<file path="src/rtl/cdb_arbiter_pkg.sv">
// Shared definitions for the common-data-bus arbiter: unit indices and queue entry layout.
package cdb_arbiter_pkg;

   localparam int unsigned UNIT_INT        = 0;
   localparam int unsigned UNIT_MUL        = 1;
   localparam int unsigned UNIT_BRANCH     = 2;
   localparam int unsigned UNIT_LOAD_STORE = 3;
   localparam int unsigned NUM_UNITS       = 4;

   localparam int unsigned CDB_TAG_W  = 6;
   localparam int unsigned CDB_DATA_W = 32;

   typedef struct packed {
      logic [CDB_TAG_W-1:0]  tag;
      logic [CDB_DATA_W-1:0] data;
   } cdb_entry_t;

endpackage

</file>
<file path="src/rtl/cdb_req_fifo.sv">
// Per-unit result queue; ready is a flop derived from next occupancy, so it never
// depends combinationally on valid or pop.
module cdb_req_fifo #(
   parameter int unsigned BW_TAG            = 6,
   parameter int unsigned BW_PROCESSOR_DATA = 32,
   parameter int unsigned FIFO_DEPTH        = 2
) (
   input  logic                         clk,
   input  logic                         rst_n,
   input  logic                         i_flush,
   input  logic                         i_push,
   input  logic                         i_pop,
   input  logic [BW_TAG-1:0]            i_tag,
   input  logic [BW_PROCESSOR_DATA-1:0] i_data,
   output logic                         o_ready,
   output logic                         o_not_empty,
   output logic [BW_TAG-1:0]            o_tag,
   output logic [BW_PROCESSOR_DATA-1:0] o_data
);

   localparam int unsigned PTR_W = (FIFO_DEPTH > 1) ? $clog2(FIFO_DEPTH) : 1;
   localparam int unsigned CNT_W = $clog2(FIFO_DEPTH + 1);

   logic [FIFO_DEPTH-1:0][BW_TAG-1:0]            tag_mem_q;
   logic [FIFO_DEPTH-1:0][BW_PROCESSOR_DATA-1:0] data_mem_q;

   logic [PTR_W-1:0] wr_ptr_q, wr_ptr_d;
   logic [PTR_W-1:0] rd_ptr_q, rd_ptr_d;
   logic [CNT_W-1:0] cnt_q, cnt_d;
   logic             ready_q, ready_d;
   logic             do_push, do_pop, we;

   always_comb begin
      wr_ptr_d = wr_ptr_q;
      rd_ptr_d = rd_ptr_q;
      cnt_d    = cnt_q;
      do_push  = i_push && ready_q;
      do_pop   = i_pop && (cnt_q != '0);
      we       = 1'b0;
      if (i_flush) begin
         wr_ptr_d = '0;
         rd_ptr_d = '0;
         cnt_d    = '0;
      end else begin
         if (do_push) begin
            we       = 1'b1;
            wr_ptr_d = wr_ptr_q + PTR_W'(1);
         end
         if (do_pop) begin
            rd_ptr_d = rd_ptr_q + PTR_W'(1);
         end
         cnt_d = cnt_q + CNT_W'(do_push) - CNT_W'(do_pop);
      end
      ready_d = (cnt_d < CNT_W'(FIFO_DEPTH));
   end

   always_ff @(posedge clk or negedge rst_n) begin
      if (!rst_n) begin
         wr_ptr_q <= '0;
         rd_ptr_q <= '0;
         cnt_q    <= '0;
         ready_q  <= 1'b1;
      end else begin
         wr_ptr_q <= wr_ptr_d;
         rd_ptr_q <= rd_ptr_d;
         cnt_q    <= cnt_d;
         ready_q  <= ready_d;
      end
   end

   // Storage needs no reset: occupancy alone decides what is visible.
   always_ff @(posedge clk) begin
      if (we) begin
         tag_mem_q[wr_ptr_q]  <= i_tag;
         data_mem_q[wr_ptr_q] <= i_data;
      end
   end

   assign o_ready     = ready_q;
   assign o_not_empty = (cnt_q != '0);
   assign o_tag       = tag_mem_q[rd_ptr_q];
   assign o_data      = data_mem_q[rd_ptr_q];

endmodule

</file>
<file path="src/rtl/cdb_arbiter.sv">
// Round-robin arbiter that drains per-unit result queues onto a single registered
// common data bus, one broadcast per cycle.
module cdb_arbiter
   import cdb_arbiter_pkg::*;
#(
   parameter int unsigned BW_PROCESSOR_DATA = 32,
   parameter int unsigned BW_TAG            = 6,
   parameter int unsigned NUM_KINDS_OF_UNIT = 4,
   parameter int unsigned FIFO_DEPTH        = 2,
   localparam int unsigned SRC_W            = (NUM_KINDS_OF_UNIT > 1) ? $clog2(NUM_KINDS_OF_UNIT) : 1
) (
   input  logic                                                 clk,
   input  logic                                                 rst_n,
   input  logic                                                 i_flush,
   input  logic [NUM_KINDS_OF_UNIT-1:0]                         i_req_valid,
   output logic [NUM_KINDS_OF_UNIT-1:0]                         i_req_ready,
   input  logic [NUM_KINDS_OF_UNIT-1:0][BW_TAG-1:0]             i_req_tag,
   input  logic [NUM_KINDS_OF_UNIT-1:0][BW_PROCESSOR_DATA-1:0]  i_req_data,
   output logic                                                 o_cdb_valid,
   output logic [BW_TAG-1:0]                                    o_cdb_tag,
   output logic [BW_PROCESSOR_DATA-1:0]                         o_cdb_data,
   output logic [SRC_W-1:0]                                     o_cdb_src,
   output logic                                                 o_busy
);

   logic [NUM_KINDS_OF_UNIT-1:0]                        not_empty;
   logic [NUM_KINDS_OF_UNIT-1:0]                        pop;
   logic [NUM_KINDS_OF_UNIT-1:0][BW_TAG-1:0]            head_tag;
   logic [NUM_KINDS_OF_UNIT-1:0][BW_PROCESSOR_DATA-1:0] head_data;

   logic                         gnt_valid;
   logic [SRC_W-1:0]             gnt_idx;
   logic [SRC_W-1:0]             cand;
   int unsigned                  sum;

   logic [SRC_W-1:0]             rr_ptr_q, rr_ptr_d;
   logic                         cdb_valid_q, cdb_valid_d;
   logic [BW_TAG-1:0]            cdb_tag_q, cdb_tag_d;
   logic [BW_PROCESSOR_DATA-1:0] cdb_data_q, cdb_data_d;
   logic [SRC_W-1:0]             cdb_src_q, cdb_src_d;

   for (genvar k = 0; k < NUM_KINDS_OF_UNIT; k++) begin : g_fifo
      assign pop[k] = gnt_valid && !i_flush && (gnt_idx == SRC_W'(k));

      cdb_req_fifo #(
         .BW_TAG            (BW_TAG),
         .BW_PROCESSOR_DATA (BW_PROCESSOR_DATA),
         .FIFO_DEPTH        (FIFO_DEPTH)
      ) u_fifo (
         .clk         (clk),
         .rst_n       (rst_n),
         .i_flush     (i_flush),
         .i_push      (i_req_valid[k]),
         .i_pop       (pop[k]),
         .i_tag       (i_req_tag[k]),
         .i_data      (i_req_data[k]),
         .o_ready     (i_req_ready[k]),
         .o_not_empty (not_empty[k]),
         .o_tag       (head_tag[k]),
         .o_data      (head_data[k])
      );
   end

   // First non-empty queue at or after rr_ptr, wrapping modulo N.
   always_comb begin
      gnt_valid = 1'b0;
      gnt_idx   = '0;
      cand      = '0;
      sum       = 0;
      for (int unsigned i = 0; i < NUM_KINDS_OF_UNIT; i++) begin
         sum = 32'(rr_ptr_q) + i;
         if (sum >= NUM_KINDS_OF_UNIT) begin
            sum = sum - NUM_KINDS_OF_UNIT;
         end
         cand = SRC_W'(sum);
         if (!gnt_valid && not_empty[cand]) begin
            gnt_valid = 1'b1;
            gnt_idx   = cand;
         end
      end
   end

   always_comb begin
      rr_ptr_d    = rr_ptr_q;
      cdb_tag_d   = cdb_tag_q;
      cdb_data_d  = cdb_data_q;
      cdb_src_d   = cdb_src_q;
      cdb_valid_d = gnt_valid && !i_flush;
      if (cdb_valid_d) begin
         cdb_tag_d  = head_tag[gnt_idx];
         cdb_data_d = head_data[gnt_idx];
         cdb_src_d  = gnt_idx;
         rr_ptr_d   = (gnt_idx == SRC_W'(NUM_KINDS_OF_UNIT - 1)) ? '0 : gnt_idx + SRC_W'(1);
      end
   end

   always_ff @(posedge clk or negedge rst_n) begin
      if (!rst_n) begin
         rr_ptr_q    <= SRC_W'(UNIT_INT);
         cdb_valid_q <= 1'b0;
         cdb_tag_q   <= '0;
         cdb_data_q  <= '0;
         cdb_src_q   <= '0;
      end else begin
         rr_ptr_q    <= rr_ptr_d;
         cdb_valid_q <= cdb_valid_d;
         cdb_tag_q   <= cdb_tag_d;
         cdb_data_q  <= cdb_data_d;
         cdb_src_q   <= cdb_src_d;
      end
   end

   assign o_cdb_valid = cdb_valid_q;
   assign o_cdb_tag   = cdb_tag_q;
   assign o_cdb_data  = cdb_data_q;
   assign o_cdb_src   = cdb_src_q;
   assign o_busy      = (|not_empty) || cdb_valid_q;

endmodule

</file>
<file path="config.mk">
export PLATFORM = sky130hd
export DESIGN_NAME = cdb_arbiter
export DESIGN_NICKNAME = d
export VERILOG_FILES = /design/src/rtl/cdb_arbiter_pkg.sv /design/src/rtl/cdb_req_fifo.sv /design/src/rtl/cdb_arbiter.sv
export SDC_FILE = /design/constraint.sdc
export NUM_CORES = 1
export LEC_CHECK = 0
export BUFFER_PORTS_ARGS = -buffer_cell sky130_fd_sc_hd__buf_2
export CORE_ASPECT_RATIO = 0.6
export CORE_MARGIN = 10
export CORE_UTILIZATION = 62
export CTS_BUF_LIST = sky130_fd_sc_hd__clkbuf_16
export DETAILED_ROUTE_END_ITERATION = 8
export HOLD_SLACK_MARGIN = 0.08
export PLACE_DENSITY = 0.85
export RECOVER_POWER = 50
export SETUP_SLACK_MARGIN = 0.02
export SLEW_MARGIN = 5
export SYNTH_ARGS = -nofsm -noshare
export SYNTH_HDL_FRONTEND = slang
export SYNTH_SLANG_ARGS = --single-unit
export TNS_END_PERCENT = 30
</file>
<file path="constraint.sdc">
create_clock -name clk -period 11.81 [get_ports clk]
set_input_delay 1.181 -clock clk [delete_from_list [all_inputs] [get_ports clk]]
set_output_delay 1.181 -clock clk [all_outputs]
set_load 0.1 [all_outputs]
</file>
* Word-level counts from Yosys, hierarchy flattened
Index checks and enable logic that the tools add are counted. W data, S select, Z words.
Storage, ports and cells: register bits after elaboration 367, output and inout port bits 46
Operators by class: add/subtract/negate cells 24, reduce and logical (&&, ||, !) cells 39, muxes and demuxes 93, $lt $le $gt $ge 25, equal/unequal tests 3
Operators with widths (number):
- $mux W32 | 13
- $bwmux W64 | 4
- $demux W32 S1 | 4
- $mux W6 | 13
- $bmux W32 S2 | 1
- $bwmux W12 | 4
- $mux W1 | 32
- $mux W2 | 13
- $demux W6 S1 | 4
- $reduce_bool A2 Y1 | 12
- $logic_and A1 B1 Y1 | 20
- $lt A1 B2 Y1 const B | 8
- $lt A2 B3 Y1 const B | 5
- $bmux W6 S2 | 1
- $ge A3 B3 Y1 const B | 3
- $add A1 B1 Y1 const B | 8
- $add A2 B1 Y2 | 4
- $bmux W1 S2 | 4
- $lt A2 B2 Y1 const B | 4
- $sub A2 B1 Y2 | 4
- $sub A2 B1 Y2 const B | 4
- $add A2 B2 Y3 const B | 2
- $eq A2 B2 Y1 const B | 2
- $ge A1 B1 Y1 const B | 4
- other kinds (8) | 11

* Depth between registers and ports, before layout
Gate-level depths: netlist (run 1).
word-level depth 20, gate-level depth with buffers 16

* Modules after synthesis
A second synthesis (run 1) with hierarchy kept.
Second synthesis, totals: cells, all modules 863, area total of the unflattened synthesis 15068.2 um^2
By module, submodules not included:
- cdb_req_fifo at g_fifo[1].u_fifo ... | times used 3, area each 3026.7 um^2, seq. area each 2408.6 um^2, cells each 145
- cdb_req_fifo at g_fifo[0].u_fifo | times used 1, area each 3016.6 um^2, seq. area each 2408.6 um^2, cells each 143
- cdb_arbiter | times used 1, area each 2971.6 um^2, seq. area each 1076.0 um^2, cells each 285

* Least setup slack after synthesis (run 1)
No wires, ideal clock.
kind in2reg, from in i_flush, to reg g_fifo[0].u_fifo.data_mem_q[32] (netlist name), enable pin, required time 11321 ps, stages 3, slack 6940 ps, library setup time 489 ps, arrival 4382 ps, path through clkbuf_1 -> clkbuf_1 -> nor3b_1
On the way: cells in the longest elaborated chain, start to end 1
Ends and longest elaborated chain:
- start: declaration | line cdb_arbiter.sv:14 | input logic i_flush,
- $mux W1 | line cdb_req_fifo.sv:40 | if (i_flush) begin
- end signal: indexed assignment | line cdb_req_fifo.sv:75 | data_mem_q[wr_ptr_q] <= i_data;
- end: declaration | line cdb_req_fifo.sv:25 | logic [FIFO_DEPTH-1:0][BW_PROCESSOR_DATA-1:0] data_mem_q;
No other way between the ends. A chain may end at the register's enable or synchronous reset.

==> impl_metrics.tcl, run 1 <==
set metrics [dict create \
    core.rowCount 43 \
    timing_worst_slew_pin_value_ps 3943 \
    final_min_period_over_clock_period_pct 38.26 \
    drv.max_cap_violation_count 2 \
    worst_slew_margin_relative_to_its_limit_pct -162.9 \
    drive_above_1_share_pct 22.68 \
    tritoncts_num_sinks 367 \
    synth-edff-count 304 \
    ir_drop_uv 246.0 \
    crit_path_start_kind "primary input" \
    grt_pass1_vias 9246 \
    worstPathRequired_ps 11250 \
    cts_setup_buffers 0 \
    core_area_um2 23240 \
    area.growth.synth_to_final_pct 14.62 \
    pwr_density_cell_nw_per_um2 274.0 \
    path_cells "clkbuf_1" \
    yosys-top-cells-count "edfxtp_1 (304), mux2i_1 (78), nand3_1 (78)" \
    gr-usage-all-layers_pct 23.69 \
    detailed_placement_wirelength_estimate_um 21740 \
    grt_start_max_net_pins 81 \
    synth.net_count 1099 \
    crit_family "buffers and inverters" \
    clock-root-buffer "clkbuf_16" \
    rsz_0062_raised_after_global_routing "no" \
    slowest_stage "clkbuf_1" \
    layout_min_cycle_time_ps 4519 \
    cellLeakagePower_nw 6.022 \
    vias 8949 \
    critical_path.n_buffers_inverters 1 \
    ys_dominant_reg_cell "edfxtp_1" \
    cts.clk_slew.worst_paths_ps 60 \
    synth_async_sr_flop_share_pct 17.17 \
    postSynthCellCount 931 \
    final_hold_viol_count 0 \
    synthesis.area_per_instance_um2 15.84 \
    synth.cell_area_um2 14750 \
    die_width_um 219.1 \
    design.portCount 205 \
    initialDrtViolationCount 1077 \
    finalNetCount 1285 \
    first_pass_iters 5 \
    ctsHoldBuffers 0 \
    clock_path_buffers 3 \
    ys_top_cells_by_area "edfxtp_1 (62%), dfrtp_1 (10%), mux2_2 (5.8%)" \
    die_area_um2 30550 \
    placement.io_buffers 204 \
    post_synth_num_cell_types 46 \
    yosys_register_bits 367 \
    run_status "finished with violations" \
    h-tree-depth 1 \
    warnings_synthesis 0 \
    fmax_ghz 0.2213 \
    detail_route.vias_per_cell 6.134 \
    cts_made_buffers 31 \
    synth_largest_area_cell "edfxtp_1" \
    total_wire_length_um 36680 \
    path_class "primary input to asynchronous set/reset pin" \
    synth_sequential_area_ratio_pct 72.63 \
    highest_net_fanout_along_the_worst_path 63 \
    finalHoldWorstSlack_ps 493.1 \
    crit_path_max_incr_delay_ps 2720 \
    finClkSkew_ps 24.45 \
    finalSetupViolCount 0 \
    initial_antenna_violation_count 3 \
    drv_slew 103 \
    tritoncts "done" \
    global_route.overflow_total 0 \
    drc_errors_left 0 \
    floorplan.initialDensity_pct 63.44 \
    finalWeightedCongestion 0.8351 \
    clk-insertion-delay-late_ps 570 \
    worst_hold_path_type "register to register" \
    route.detailed.wl_per_inst_um 25.14 \
    die_height_um 139.5 \
    tns_ps 0 \
    ant_nets 0 \
    worst-endpoint-arrival_ps 3950 \
    violated_checks "capacitance limit, slew limit" \
    most_common_cell_in_the_synthesized_netlist "edfxtp_1" \
    grt_pass1_wl_um 55280 \
    netlist.area_leader.share_pct 61.91 \
    cts-resized-gates 0 \
    worstSetupEndpointType "asynchronous set/reset pin" \
]
metrics by stage:
stage	std cells	setup WS, ps	utilization (%)	cell area, um^2	power, mW
3_3_place_gp	1399	7481	68.91	16020	3.563
4_1_cts	1457	7344	73.30	17040	4.648
3_5_place_dp	1399	7369	68.91	16020	3.618
6_report	1459	7291	72.72	16900	4.631
2_1_floorplan	931	6940	-	14750	3.200
5_1_grt	1458	6536	72.71	16900	4.848
flip-flops by register name (all words and copies together) (netlist names):
signal / cells
g_fifo.u_fifo.cnt_q: 8
o_cdb_data: 32
o_cdb_src: 2
o_cdb_valid: 1
o_cdb_tag: 6
g_fifo.u_fifo.o_ready: 4
rr_ptr_q: 2
g_fifo.u_fifo.data_mem_q: 256
g_fifo.u_fifo.tag_mem_q: 48
g_fifo.u_fifo.wr_ptr_q: 4
g_fifo.u_fifo.rd_ptr_q: 4
cells by family after synthesis:
family                     count (synthesis)  synth area share [%]
DFF                                      367                 72.63
and+or+nand+nor                          165                 5.533
muxes                                    154                 11.10
AOI/OAI and AO/OA                        138                 6.500
buffers and inverters                     85                 2.698
xor gates and xnor gates                  13                0.7722
adders and majority gates                  9                0.7637
metal layers:
layer / vias up / GRT usage (%) / share of wire, %
li1: 3937 / - / -
met1: 4502 / 34.20 / 42
met2: 462 / 36.56 / 46
met3: 46 / 5.346 / 10
met4: 2 / 4.301 / 1.6
met5: - / 0 / 0.035
layout by cell type, fill, tap and decap left out, types with 12 or more instances in the layout:
cell         n
o211ai_1    77
clkbuf_1   104
mux2_2      76
buf_4       12
edfxtp_1   304
o21ai_1     39
buf_2      100
nand2_1     47
mux2i_1     78
nand3_1     78
dfrtp_1     55
clkbuf_16   31
inv_1       30
layout make-up:
type,instances,area [um^2]
inverter,21,78.83
sequential,367,10720
multi-input combinational,479,3701
antenna,2,5.005
clock inverter,27,246.5
timing repair buffer,217,984.7
clock buffer,31,775.7
tap,315,394.1
fill,1548,6341
worst register-to-register path, cell delays in order (launching register included):
cell and delay (ps):
dfrtp_1 420, or4_4 600, o2111ai_4 120, buf_4 710, and2_4 1060, inv_1 110
ha_1 220, and3b_1 180, ha_1 270, inv_1 40, ha_1 200, xnor2_1 180
xnor2_1 140, nand2b_1 90, inv_1 60
worst paths after layout:
check	from	endpoint	slack, ps	cells past startpoint
worst max-delay path	rst_n	g_fifo[3].u_fifo.rd_ptr_q$_DFFE_PN0P_	7290	1
worst min-delay path	o_cdb_tag[5]$_DFFE_PN0N_	o_cdb_tag[5]$_DFFE_PN0N_	490	2
worst min register to register	o_cdb_tag[5]$_DFFE_PN0N_	o_cdb_tag[5]$_DFFE_PN0N_	490	2
worst max register to register	g_fifo[1].u_fifo.cnt_q[0]$_DFF_PN0_	g_fifo[3].u_fifo.cnt_q[1]$_DFF_PN0_	7320	14
min in group asynchronous	rst_n	o_cdb_data[2]$_DFFE_PN0N_	1980	1
max in group clk	g_fifo[1].u_fifo.cnt_q[0]$_DFF_PN0_	g_fifo[3].u_fifo.cnt_q[1]$_DFF_PN0_	7320	14
power by group:
group / internal (mW) / total, mW / switching (mW)
Clock: 0.584 / 1.03 / 0.444
Sequential: 1.61 / 1.74 / 0.130
Combinational: 0.476 / 1.86 / 1.38
(Power assumes the default switching activity.)
==> run 2, diff against run 1 <==
ABC_AREA = 1   (was default)
CORE_UTILIZATION = 58   (was 62)
PLACE_DENSITY = 0.8   (was 0.85)
clock period = 4.6 ns   (was 11.81 ns; I/O delays follow)
==> run 2 against run 1 <==
The flow still finishes with violations (capacitance limit, slew limit). Critical path depth rose by 19. Final area is 3.2% higher. Combinational power rose to 3.7 times the previous value. Worst setup slack lost 5900 ps. Routed wire length up 12%. Clock power increased to 2.7 times the previous value. Cell count up 17%. Largest cell class unchanged. Non-clock buffer count grew 8. Area after synthesis increased by 3.3%. Sequential power rose to 2.6 times the previous value.
==> impl_metrics.tcl, run 2 <==
set metrics [dict create \
    core.rowCount 45 \
    finish.cell_count_without_fillers 1706 \
    design.portCount 205 \
    path_class "register to register" \
    critical_path.reg2reg.endpoint "g_fifo[2].u_fifo.o_ready$_DFF_PN1_" \
    cts-resized-gates 0 \
    synth.cell_area_um2 15230 \
    rsz_0062_raised_after_global_routing "no" \
    clk-insertion-delay-late_ps 520 \
    worst-endpoint-arrival_ps 3700 \
    ys_dominant_reg_cell "edfxtp_1" \
    gr-usage-all-layers_pct 23.86 \
    drv_slew 18 \
    drv.max_cap_violation_count 1 \
    synth_largest_area_cell "edfxtp_1" \
    die_width_um 229.2 \
    vias 10100 \
    drive_above_1_share_pct 15.32 \
    final_hold_viol_count 0 \
    most_common_cell_in_the_synthesized_netlist "edfxtp_1" \
    yosys_register_bits 367 \
    route.detailed.wl_per_inst_um 24.03 \
    finalNetCount 1493 \
    fillCellCount 1871 \
    worst_hold_path_type "primary input to asynchronous set/reset pin" \
    h-tree-depth 2 \
    first_pass_iters 5 \
    placement.io_buffers 204 \
    postSynthCellCount 1139 \
    total_wire_length_um 40990 \
    timing_worst_slew_pin_value_ps 1720 \
    pwr_density_cell_nw_per_um2 808.4 \
    cts.clk_slew.worst_paths_ps 70 \
    area.growth.synth_to_final_pct 14.53 \
    finalWeightedCongestion 0.8274 \
    layout.cells.most_common "edfxtp_1" \
    yosys-top-cells-count "edfxtp_1 (304), nand2_1 (276), mux2i_1 (152)" \
    initial_antenna_violation_count 3 \
    post_synth_num_cell_types 34 \
    largest_register_ffs 256 \
    tritoncts_num_sinks 367 \
    clock-root-buffer "clkbuf_16" \
    reg2reg_depth 20 \
    initialDrtViolationCount 1255 \
    die_area_um2 33360 \
    timing.critical_path.to "g_fifo[2].u_fifo.o_ready$_DFF_PN1_" \
    ant_nets 0 \
    clock_path_buffers 3 \
    worstReg2RegStart "rr_ptr_q[0]$_DFFE_PN0N_" \
    synth_async_sr_flop_share_pct 17.17 \
    run_status "finished with violations" \
    worst_slew_margin_relative_to_its_limit_pct -15.09 \
    detail_route.vias_per_cell 5.921 \
    worstSetupEndpointType "register" \
    highest_net_fanout_along_the_worst_path 26 \
    warnings_synthesis 0 \
    cellLeakagePower_nw 6.569 \
    violated_checks "capacitance limit, slew limit" \
    fmax_ghz 0.3074 \
    ys_top_cells_by_area "edfxtp_1 (60%), mux2i_1 (10%), dfrtp_1 (9.7%)" \
    grt_pass1_wl_um 61330 \
    cts_setup_buffers 0 \
    placed_cells_incl_taps 1641 \
    floorplan.initialDensity_pct 59.58 \
    top_register "g_fifo.u_fifo.data_mem_q" \
    cts_made_buffers 34 \
    global_route.overflow_total 0 \
    ir_drop_uv 619.6 \
    worst_setup_path_startpoint "rr_ptr_q[0]$_DFFE_PN0N_" \
    tritoncts "done" \
    ctsHoldBuffers 0 \
    crit_path_start_kind "register" \
    layout.cells.most_common_list "edfxtp_1 (304), nand2_1 (276), mux2i_1 (152)" \
    detailed_placement_wirelength_estimate_um 26250 \
    worstPathRequired_ps 5050 \
    synth-edff-count 304 \
    synth.net_count 1307 \
    drc_errors_left 0 \
    synth_sequential_area_ratio_pct 70.32 \
    core_area_um2 25560 \
    reg2reg_slack_ps 1350 \
    grt_pass1_vias 10080 \
    grt_start_max_net_pins 77 \
    layout_min_cycle_time_ps 3253 \
    finClkSkew_ps 12.53 \
    netlist.area_leader.share_pct 59.94 \
    synthesis.area_per_instance_um2 13.37 \
    tns_ps 0 \
    final_min_period_over_clock_period_pct 70.72 \
    die_height_um 145.5 \
    finalSetupViolCount 0 \
]
run 2: worst min path at each step:
stage,from,end,slack [ps],cells after the start
2_1_floorplan,rst_n,g_fifo[0].u_fifo.cnt_q[0]$_DFF_PN0_,160,0
6_report,rst_n,o_cdb_data[0]$_DFFE_PN0N_,80,1
4_1_cts,i_req_tag[18],g_fifo[3].u_fifo.tag_mem_q[6]$_DFFE_PP_,100,1
3_5_place_dp,o_cdb_tag[3]$_DFFE_PN0N_,o_cdb_tag[3]$_DFFE_PN0N_,460,2
3_3_place_gp,o_cdb_data[3]$_DFFE_PN0N_,o_cdb_data[3]$_DFFE_PN0N_,460,2
5_1_grt,i_req_data[19],g_fifo[0].u_fifo.data_mem_q[19]$_DFFE_PP_,110,1
run 2: kinds of logic after synthesis:
family | count (synthesis) | share of synthesized area, %
and+or+nand+nor | 480 | 14.32
DFF | 367 | 70.32
muxes | 152 | 9.989
buffers and inverters | 113 | 3.746
AOI/OAI and AO/OA | 12 | 0.5422
adders and majority gates | 9 | 0.7394
xor gates and xnor gates | 6 | 0.3450
run 2: layout make-up:
| cell class | count | area, um^2 | share of cell area [%] |
|---|---|---|---|
| inverters | 38 | 145.1 | 0.8320 |
| multi-input cells | 659 | 4003 | 22.95 |
| flip-flops and latches | 367 | 10720 | 61.43 |
| repair buffers | 225 | 1052 | 6.032 |
| clock inverters | 25 | 155.1 | 0.8894 |
| diodes | 3 | 7.507 | 0.04304 |
| well taps | 352 | 440.4 | 2.525 |
| clock buffers | 37 | 925.9 | 5.308 |
run 2: report_power, final:
| part | internal, mW | leakage [nW] | switching (mW) | total [mW] |
|---|---|---|---|---|
| Combinational | 1.70 | 2.46 | 5.21 | 6.91 |
| Clock | 1.52 | 0.548 | 1.23 | 2.75 |
| Sequential | 4.11 | 3.56 | 0.342 | 4.45 |
| Total | 7.32 | 6.57 | 6.78 | 14.1 |
run 2: critical path: stages (launching register included):
cell and delay, ps:
dfrtp_1 520, inv_4 150, nand2_1 90, nand2_1 140
nand2_1 80, nand2_2 130, nand2_1 110, nor2_4 130
nand2_1 80, nand3_2 310, buf_4 400, nand3_2 130
inv_2 80, ha_1 220, inv_1 60, ha_1 130
inv_1 50, nand2_1 70, nand2_1 50, nor2_1 150
inv_1 60
run 2: metrics by stage:
stage / hold slack, ps / instance area, um^2 / total power [mW] / setup slack, ps / utilization (%)
final: 83.79 / 17440 / 14.10 / 1347 / 68.24
after detailed placement: 459.2 / 16500 / 11.32 / 1463 / 64.55
after global routing: 106.8 / 17440 / 14.81 / 1122 / 68.21
after floorplan: 164.4 / 15230 / 9.731 / 1596 / -
after global placement: 458.9 / 16500 / 11.16 / 1606 / 64.55
after CTS: 100.8 / 17580 / 14.07 / 1419 / 68.78
run 2: per-layer routing:
layer / GRT usage, % / routed length [um] / vias up
met4: 6.231 / 867 / 2
li1: - / - / 4480
met1: 34.01 / 17560 / 4937
met5: 0 / 13 / -
met2: 35.64 / 18140 / 611
met3: 6.337 / 4416 / 71
==> run 3, diff against run 2 <==
CORE_UTILIZATION = 52   (was 58)
PLACE_DENSITY = 0.76   (was 0.8)
clock period = 2.65 ns   (was 4.6 ns; I/O delays follow)
==> run 3 against run 2 <==
The run now ends clean. First-iteration DRC count is 4.5% lower. Clock power is 79% higher. Non-clock buffer count is 188 higher. Sequential power is 71% higher. Worst hold slack better by 10 ps. Clock-buffer cell count stayed put. Via count is 6.7% higher. Critical path type unchanged. Largest cell class unchanged. Highest routed layer is now met4.
==> impl_metrics.tcl, run 3 (same netlist as run 2, synthesis figures left out) <==
set metrics [dict create \
    run_status "finished clean" \
    global_route.overflow_total 0 \
    drc_errors_left 0 \
    detailed_placement_wirelength_estimate_um 26240 \
    layout_min_cycle_time_ps 2583 \
    die_height_um 152.6 \
    clock_path_buffers 3 \
    timing_worst_slew_pin_value_ps 1373 \
    die_area_um2 36760 \
    finalWeightedCongestion 0.8541 \
    topRoutingLayerUsed "met4" \
    clock-root-buffer "clkbuf_16" \
    gr-usage-all-layers_pct 22.92 \
    clk-insertion-delay-late_ps 520 \
    tritoncts_num_sinks 367 \
    timing.critical_path.to "g_fifo[3].u_fifo.o_ready$_DFF_PN1_" \
    crit_path_max_incr_delay_ps 490 \
    grt_start_max_net_pins 77 \
    pwr_density_cell_nw_per_um2 1324 \
    wl_met3_um 3761 \
    met2WireLength_um 20040 \
    drv.max_cap_violation_count 0 \
    first_pass_iters 5 \
    placed_cells_incl_taps 1679 \
    slowest_stage "dfrtp_2" \
    placement.io_buffers 204 \
    tns_ps 0 \
    layout.cells.most_common_list "edfxtp_1 (304), nand2_1 (261), dlygate4sd3_1 (153)" \
    final_min_period_over_clock_period_pct 97.49 \
    crit_path_start_kind "register" \
    detail_route.vias_per_cell 5.623 \
    fillCellCount 2101 \
    largest_register_ffs 256 \
    drive_above_1_share_pct 16.04 \
    worst_setup_path_startpoint "rr_ptr_q[0]$_DFFE_PN0N_" \
    floorplan.initialDensity_pct 52.83 \
    worst-endpoint-arrival_ps 3030 \
    crit_path_frequent_cell "inv_1" \
    grt_pass1_wl_um 64500 \
    fmax_ghz 0.3871 \
    layout.cells.most_common "edfxtp_1" \
    utilization_of_the_core_after_routing_pct 67.50 \
    worst_slew_margin_relative_to_its_limit_pct 8.491 \
    reg2reg_depth 22 \
    worstPathRequired_ps 3100 \
    grt_pass1_vias 11100 \
    finClkSkew_ps 12.12 \
    h-tree-depth 2 \
    vias 10770 \
    ir_drop_uv 1233 \
    core_area_um2 28830 \
    total_wire_length_um 42970 \
    top_register "g_fifo.u_fifo.data_mem_q" \
    path_cells "buf_4 > nand2_2 > nand3_1 > nand2_2 > nand2_4 > nand2_2 > nand2_4 > nand3_4 > inv_2 > ha_2 > inv_1 > nor2_1 > nand2_1 > inv_2 > ha_1 > inv_1 > ha_1 > inv_1 > nand2_1 > nand2_1 > nor2_2 > inv_1" \
    cts.clk_slew.worst_paths_ps 60 \
    regArea_um2 10720 \
    design.portCount 205 \
    worstReg2RegStart "rr_ptr_q[0]$_DFFE_PN0N_" \
    rsz_0062_raised_after_global_routing "yes" \
    critical_path.reg2reg.endpoint "g_fifo[3].u_fifo.o_ready$_DFF_PN1_" \
    drv_slew 0 \
    finalSetupViolCount 0 \
    ant_nets 0 \
    area_of_the_multi_input_gates_um2 4110 \
    core.rowCount 48 \
    finish.cell_count_without_fillers 1916 \
    drt-met1-wl_um 18110 \
    cellLeakagePower_nw 7.391 \
    route.detailed.wl_per_inst_um 22.43 \
    initial_antenna_violation_count 0 \
    final_hold_viol_count 0 \
    die_width_um 240.9 \
    finalNetCount 1682 \
    finalHoldWorstSlack_ps 94.07 \
    initialDrtViolationCount 1199 \
    path_class "register to register" \
    cts_made_buffers 35 \
    highest_net_fanout_along_the_worst_path 8 \
    area.growth.synth_to_final_pct 27.76 \
    worstSetupEndpointType "register" \
    tritoncts "done" \
    worst_hold_path_type "primary input to register" \
    totalPowerFinal_mw 25.76 \
    reg2reg_slack_ps 70 \
]
## run 3: through the flow
step,setup slack [ps],instance area [um^2]
3_5_place_dp,-178.2,16700
6_report,66.56,19460
4_1_cts,16.89,19470
2_1_floorplan,-159.1,15240
5_1_grt,-96.19,19460
3_3_place_gp,83.12,16700
## run 3: worst max-delay path: cells and delay by family (launching register included)
kind	cells	cell delay (ps)
and+or+nand+nor	12	990
DFF	1	490
adders and majority gates	3	550
buffers and inverters	7	480
## run 3: final cells by class
cell class                 count  share of cell area, %
tap                          375                  2.411
sequential                   367                  55.07
clock inverter                26                 0.9581
multi-input combinational    659                  21.12
timing repair buffer         413                  14.92
inverter                      38                 0.7459
antenna                        1                0.01286
clock buffer                  37                  4.758
## run 3: report_power, final
group          internal (mW)  switching (mW)  leakage (nW)
Combinational           3.70            9.53          3.27
Sequential              7.13           0.485          3.56
Clock                   2.81            2.10         0.564
## run 3: timing repair
item / CTS / global route
resized for setup: 15 / 20
hold endpoints to repair: 343 / 0
setup buffers: 9 / 11
pin swaps: 5 / 15
setup endpoints to repair: 4 / 26
hold buffers: 153 / 0
## run 3: how the worst min path moves through the flow
stage / startpoint / end / slack, ps / depth (start not counted)
2_1_floorplan: rst_n / g_fifo[0].u_fifo.cnt_q[0]$_DFF_PN0_ / -30 / 0
3_3_place_gp: rst_n / o_cdb_tag[5]$_DFFE_PN0N_ / 340 / 1
3_5_place_dp: rst_n / o_cdb_data[1]$_DFFE_PN0N_ / 340 / 1
4_1_cts: i_flush / g_fifo[1].u_fifo.cnt_q[0]$_DFF_PN0_ / 90 / 3
5_1_grt: i_flush / g_fifo[3].u_fifo.cnt_q[0]$_DFF_PN0_ / 100 / 3
6_report: i_flush / g_fifo[1].u_fifo.cnt_q[0]$_DFF_PN0_ / 90 / 3
## run 3: per-layer routing
metal  GRT usage [%]  vias to the layer above
met5               0                        -
met4           6.591                        0
met3           5.130                       87
met2           36.20                      519
met1           31.21                     5304
li1                -                     4863
